### src/rtl/servo_pwm_pkg.sv
// Shared types and defaults for the servo PWM scheduler.
package servo_pwm_pkg;

  typedef enum logic [1:0] {
    IDLE  = 2'd0,
    RUN   = 2'd1,
    DRAIN = 2'd2
  } sched_st_t;

  localparam int DUTY_W_DEF = 8;
  localparam int DIV_W_DEF  = 8;
  localparam int MAX_CH     = 16;

endpackage

### src/rtl/pwm_prescaler.sv
// Tick generator: one tick every i_div+1 enabled clocks, with synchronous clear.
module pwm_prescaler #(
  parameter int DIV_W = 8
) (
  input  logic             i_clk,
  input  logic             i_rst,
  input  logic             i_clr,
  input  logic             i_en,
  input  logic [DIV_W-1:0] i_div,
  output logic             o_tick
);

  logic [DIV_W-1:0] r_cnt;

  // >= rather than == keeps the counter bounded even if the divider ever shrinks.
  assign o_tick = i_en && (r_cnt >= i_div);

  // Count enabled clocks and wrap on the tick.
  always_ff @(posedge i_clk) begin
    if (i_rst || i_clr) begin
      r_cnt <= {DIV_W{1'b0}};
    end else if (o_tick) begin
      r_cnt <= {DIV_W{1'b0}};
    end else if (i_en) begin
      r_cnt <= r_cnt + DIV_W'(1);
    end else begin
      r_cnt <= r_cnt;
    end
  end

endmodule

### src/rtl/servo_pwm_sched.sv
// Frame-aligned multi-channel servo PWM with double-buffered duty configuration.
module servo_pwm_sched
  import servo_pwm_pkg::*;
#(
  parameter int N_CH   = 12,
  parameter int DUTY_W = DUTY_W_DEF,
  parameter int DIV_W  = DIV_W_DEF
) (
  input  logic              s_axi_aclk,
  input  logic              s_axi_areset,
  input  logic [DIV_W-1:0]  cfg_freq_div,
  input  logic              duty_wr_en,
  input  logic [3:0]        duty_wr_ch,
  input  logic [DUTY_W-1:0] duty_wr_val,
  input  logic              commit_req,
  input  logic              enable,
  output logic [N_CH-1:0]   pwm_out,
  output logic              frame_start,
  output logic              commit_ack,
  output logic              wr_err,
  output logic              busy
);

  sched_st_t         r_state;
  sched_st_t         w_state_nxt;
  logic [DIV_W-1:0]  r_shadow_div;
  logic [DUTY_W-1:0] r_period_cnt;
  logic [DUTY_W-1:0] r_pending [N_CH];
  logic [DUTY_W-1:0] r_active  [N_CH];
  logic              r_commit_flag;
  logic [N_CH-1:0]   r_pwm;
  logic [N_CH-1:0]   w_cmp;
  logic              r_frame_start;
  logic              r_commit_ack;
  logic              r_wr_err;
  logic              r_busy;
  logic              w_tick;
  logic              w_running;
  logic              w_start;
  logic              w_boundary;
  logic              w_wr_bad;

  assign w_running  = (r_state != IDLE);
  assign w_start    = (r_state == IDLE) && enable;
  // The wrap tick of the period counter is the frame boundary.
  assign w_boundary = w_tick && (r_period_cnt == {DUTY_W{1'b1}});
  assign w_wr_bad   = duty_wr_en && ({1'b0, duty_wr_ch} >= 5'(N_CH));

  pwm_prescaler #(.DIV_W(DIV_W)) u_prescaler (
    .i_clk  (s_axi_aclk),
    .i_rst  (s_axi_areset),
    .i_clr  (w_start),
    .i_en   (w_running),
    .i_div  (r_shadow_div),
    .o_tick (w_tick)
  );

  // Scheduler state register.
  always_ff @(posedge s_axi_aclk) begin
    if (s_axi_areset) begin
      r_state <= IDLE;
    end else begin
      r_state <= w_state_nxt;
    end
  end

  // Next state: a stop request always lets the current frame finish.
  always_comb begin
    w_state_nxt = r_state;
    case (r_state)
      IDLE: begin
        if (enable) w_state_nxt = RUN;
        else        w_state_nxt = IDLE;
      end
      RUN: begin
        if (!enable) w_state_nxt = DRAIN;
        else         w_state_nxt = RUN;
      end
      DRAIN: begin
        if (enable)          w_state_nxt = RUN;
        else if (w_boundary) w_state_nxt = IDLE;
        else                 w_state_nxt = DRAIN;
      end
      default: w_state_nxt = IDLE;
    endcase
  end

  // Period counter, shadow divider and commit flag; divider only reloads at run entry or a boundary.
  always_ff @(posedge s_axi_aclk) begin
    if (s_axi_areset) begin
      r_period_cnt  <= {DUTY_W{1'b0}};
      r_shadow_div  <= {DIV_W{1'b0}};
      r_commit_flag <= 1'b0;
    end else if (w_start) begin
      r_period_cnt  <= {DUTY_W{1'b0}};
      r_shadow_div  <= cfg_freq_div;
      r_commit_flag <= 1'b0;
    end else if (w_boundary) begin
      // A request landing on the boundary itself waits for the next one.
      r_period_cnt  <= {DUTY_W{1'b0}};
      r_shadow_div  <= cfg_freq_div;
      r_commit_flag <= commit_req;
    end else begin
      r_period_cnt  <= w_tick ? (r_period_cnt + DUTY_W'(1)) : r_period_cnt;
      r_shadow_div  <= r_shadow_div;
      r_commit_flag <= r_commit_flag | commit_req;
    end
  end

  // Pending bank takes writes; active bank copies the pre-write pending bank on entry or commit.
  always_ff @(posedge s_axi_aclk) begin
    if (s_axi_areset) begin
      for (int i = 0; i < N_CH; i++) begin
        r_pending[i] <= {DUTY_W{1'b0}};
        r_active[i]  <= {DUTY_W{1'b0}};
      end
    end else begin
      for (int i = 0; i < N_CH; i++) begin
        if (duty_wr_en && (duty_wr_ch == 4'(i))) r_pending[i] <= duty_wr_val;
        else                                      r_pending[i] <= r_pending[i];
        if (w_start || (w_boundary && r_commit_flag)) r_active[i] <= r_pending[i];
        else                                           r_active[i] <= r_active[i];
      end
    end
  end

  for (genvar g = 0; g < N_CH; g++) begin : g_ch
    assign w_cmp[g] = w_running && (r_period_cnt < r_active[g]);
  end

  // Registered outputs; frame_start marks every frame that actually begins.
  always_ff @(posedge s_axi_aclk) begin
    if (s_axi_areset) begin
      r_pwm         <= {N_CH{1'b0}};
      r_frame_start <= 1'b0;
      r_commit_ack  <= 1'b0;
      r_wr_err      <= 1'b0;
      r_busy        <= 1'b0;
    end else begin
      r_pwm         <= w_cmp;
      r_frame_start <= w_start || (w_boundary && (w_state_nxt != IDLE));
      r_commit_ack  <= w_boundary && r_commit_flag;
      r_wr_err      <= w_wr_bad;
      r_busy        <= (w_state_nxt != IDLE);
    end
  end

  assign pwm_out     = r_pwm;
  assign frame_start = r_frame_start;
  assign commit_ack  = r_commit_ack;
  assign wr_err      = r_wr_err;
  assign busy        = r_busy;

endmodule

### config.mk
export PLATFORM = sky130hd
export DESIGN_NAME = servo_pwm_sched
export DESIGN_NICKNAME = d
export VERILOG_FILES = /design/src/rtl/servo_pwm_pkg.sv /design/src/rtl/pwm_prescaler.sv /design/src/rtl/servo_pwm_sched.sv
export SDC_FILE = /design/constraint.sdc
export NUM_CORES = 1
export LEC_CHECK = 0
export ABC_CLOCK_PERIOD_IN_PS = 7500
export BUFFER_PORTS_ARGS = -buffer_cell sky130_fd_sc_hd__buf_2
export CAP_MARGIN = 25
export CORE_MARGIN = 4
export CORE_UTILIZATION = 55
export CTS_BUF_LIST = sky130_fd_sc_hd__clkbuf_8
export DETAILED_ROUTE_END_ITERATION = 6
export MAX_ROUTING_LAYER = met4
export PLACE_DENSITY = 0.72
export SETUP_SLACK_MARGIN = 0.2
export SYNTH_ARGS = -nofsm -noshare
export SYNTH_HDL_FRONTEND = slang
export SYNTH_SLANG_ARGS = --single-unit
### constraint.sdc
create_clock -name s_axi_aclk -period 7.5 [get_ports s_axi_aclk]
set_clock_uncertainty 0.2 [all_clocks]
set_input_delay 1.125 -clock s_axi_aclk [delete_from_list [all_inputs] [get_ports s_axi_aclk]]
set_output_delay 1.125 -clock s_axi_aclk [all_outputs]
set_load 0.1 [all_outputs]
==> impl_metrics.py <==
metrics = {
    "clock_tree": {
        "cts_tree": "yes",
        "cts_root_buf": "clkbuf_8",
        "htreeDepth": 2,
        "cts.clk_slew.worst_paths_ns": 0.06,
        "post_cts_buffers": 0,
        "postCtsHoldBufs": 0,
        "insertion_delay_ns": 0.53,
        "clockBufferDepth": 3,
        "cts_resized": 0,
        "cts.sinks": 235,
        "cts_inserted_buffers": 39,
    },
    "detailed_routing": {
        "first_pass_iters": 5,
        "drt_iter0_drc": 300,
        "viasPerCell": 5.183,
        "routedWlPerCell_um": 16.58,
        "ant_nets": 0,
        "routed-via-count": 6360,
        "wl_um": 20350,
        "drc": 0,
    },
    "yosys": {
        "synthTopCellsByArea": "edfxtp_1 52%, nor2b_1 11%, ha_1 11%",
        "avgSynthCellArea_um2": 12.52,
        "ys_warn_count": 0,
        "yosys.cell_count.top_type": "edfxtp_1",
        "synth_top_area_frac": 0.5245,
        "async_flop_share": 0,
        "synth_ff_type": "edfxtp_1",
        "synth_edf_count": 192,
        "synth_common_cells": "192 x edfxtp_1, 190 x nor2b_1, 94 x ha_1",
        "seq_area_frac_synth": 0.6028,
        "synth_cells": 878,
        "syn_nets": 997,
        "ys_seq_elements": 235,
        "synth.largest_area_cell": "edfxtp_1",
        "syn_area_mm2": 0.01099,
        "synth.distinct_cells": 41,
    },
    "worst_setup_path": {
        "start_kind": "register",
        "cp_cell_sequence": "and3_1 > and2_1 > and3_1 > o2111ai_1 > nand2_4 > buf_4",
        "crit_path_end_kind": "register",
        "rrSetupSlack_ns": 3.89,
        "crit_slowest_cell": "dfxtp_1",
        "cp-endpoint": "r_active[0][12]",
        "cpMostUsedCell": "and3_1",
        "r2r_end": "r_active[0][12]",
        "rr_startpoint": "r_period_cnt[2]",
        "crit_type": "reg2reg",
        "critPathMaxStageDelay_ns": 0.91,
        "critical_path_peak_fanout": 76,
        "crit_required_ns": 7.45,
        "critPathLaunch": "r_period_cnt[2]",
        "worstRegToRegCells": 6,
        "cp_data_arrival_time_ns": 3.56,
    },
    "timing": {
        "finalCriticalPeriod_ns": 3.610,
        "maxSlewHeadroom": 0.3605,
        "finalHoldViolations": 0,
        "drv_slew": 0,
        "fmax_ghz": 0.2770,
        "rsz0062_at_grt": "no",
        "setup_viol": 0,
        "setup_slack_ns": 3.890,
        "hold_ws_ns": 0.2964,
        "tns_ns": 0,
        "tightest_slew_ns": 0.9592,
        "finalCritPeriodShare": 0.4813,
    },
    "place": {
        "gp_congestion": 0.8015,
        "dp_slack_ns": 3.680,
        "portBuffers": 40,
        "dp_hpwl_um": 12440,
    },
    "global_route": {
        "antenna_found_initial": 1,
        "grt_pass1_vias": 5992,
        "grt_max_degree": 133,
        "grt_pass1_wl_um": 31840,
        "overflow": 0,
        "grt_use_total": 0.1908,
    },
    "power_and_ir_drop": {
        "power_density_mw_per_mm2": 232.7,
        "power_w": 0.002829,
        "leakage_nw": 5.017,
        "ir_worst_vdd_v": 0.0001748,
    },
    "die": {
        "ios": 41,
        "die_y_um": 149.4,
        "die_area_mm2": 0.02231,
        "die_w_um": 149.4,
        "initial_core_util": 0.5612,
        "core_mm2": 0.01959,
        "core.rowCount": 51,
    },
    "outcome": {
        "status": "complete, no violations",
    },
    "flow_run": {
        "maxCapViolCount": 0,
    },
    "cells_and_area": {
        "fin_nets": 1052,
        "multi_input_area_mm2": 0.003896,
        "drive_gt1_frac": 0.1113,
        "synthToLayoutAreaGrowth_pct": 10.62,
        "final-seq-area_mm2": 0.006626,
        "fill_cells": 1581,
    },
    "worst_hold_path": {
        "hp-class": "reg2reg",
    },
}
-- cell usage in the layout, fill, tap and decap left out, drive strengths merged, types with 4 or more instances in the layout --
cell type,Yosys,final
edfxtp,192,192
xor2,10,10
clkinv,0,12
dfxtp,43,43
o2111ai,17,17
buf,4,45
nand2,13,13
nand2b,27,27
and3b,8,8
ha,94,94
inv,93,107
a21oi,31,31
a21o,14,14
nor2b,190,190
a41o,5,5
a31o,6,6
nor2,34,34
nand4b,8,8
nand4,4,4
a2111oi,14,14
o21ai,26,26
clkbuf,27,41
-- per-layer routing --
| layer | track usage | part of all wire | vias to the layer above |
|---|---|---|---|
| met3 | 0.03312 | 0.049 | 35 |
| met1 | 0.2528 | 0.45 | 3005 |
| met2 | 0.3029 | 0.48 | 126 |
| met5 | - | 0 | - |
| met4 | 0.06178 | 0.020 | 0 |
| li1 | - | - | 3194 |
-- worst min path at each step --
stage               slack, ns         endpoint       startpoint  depth (start not counted)
global route             0.32  r_shadow_div[5]  r_shadow_div[5]                          2
finish                   0.30  r_shadow_div[5]  r_shadow_div[5]                          2
global placement         0.28  r_shadow_div[1]  r_shadow_div[1]                          2
detailed placement       0.29  r_shadow_div[6]  r_shadow_div[6]                          2
floorplan                0.26  r_shadow_div[1]  r_shadow_div[1]                          2
CTS                      0.30  r_shadow_div[5]  r_shadow_div[5]                          2
-- layout make-up --
type / count / area share
sequential: 235 / 0.5449
multi-input combinational: 519 / 0.3204
clock buffer: 41 / 0.04640
inverter: 93 / 0.02871
tap: 265 / 0.02727
timing repair buffer: 45 / 0.02006
clock inverter: 28 / 0.01204
antenna: 1 / 0.0002058
-- kinds of logic (layout without fill, tap and decap cells) --
logic type	after synthesis	count (layout)	share of synthesized area
flops	235	235	0.6028
other cells	0	1	0
mux	1	1	0.0009106
simple gates	294	294	0.1620
compound gates	118	118	0.07432
xor+xnor	12	12	0.009561
fa+ha+maj	94	94	0.1070
buf+inv	124	207	0.04348
-- critical path: cells and delay by family (launching register included) --
family | cells | cell delay [ns]
and+or+nand+nor | 4 | 1.00
DFF | 1 | 0.91
buffers and inverters | 1 | 0.76
AOI/OAI and AO/OA | 1 | 0.23
-- sequential cells by signal, indices dropped and copies added (netlist names) --
| register | flops |
|---|---|
| busy | 1 |
| commit_ack | 1 |
| frame_start | 1 |
| pwm_out | 12 |
| r_active | 96 |
| r_commit_flag | 1 |
| r_pending | 96 |
| r_period_cnt | 8 |
| r_shadow_div | 8 |
| r_state | 2 |
| u_prescaler.r_cnt | 8 |
| wr_err | 1 |
-- per-stage QoR --
step                  util  area (µm²)  cells
global placement    0.5843       11450   1157
global route        0.6206       12160   1226
floorplan                -       10990    878
CTS                 0.6206       12160   1226
finish              0.6207       12160   1227
detailed placement  0.5843       11450   1157
-- power breakdown --
part           leakage, nW  switching, W  internal, W  total (W)
Clock                0.413      0.000484     0.000541    0.00102
Sequential            2.30     0.0000261      0.00153    0.00155
Combinational         2.30      0.000164    0.0000857   0.000250
Power figures use the tool's default switching activity.
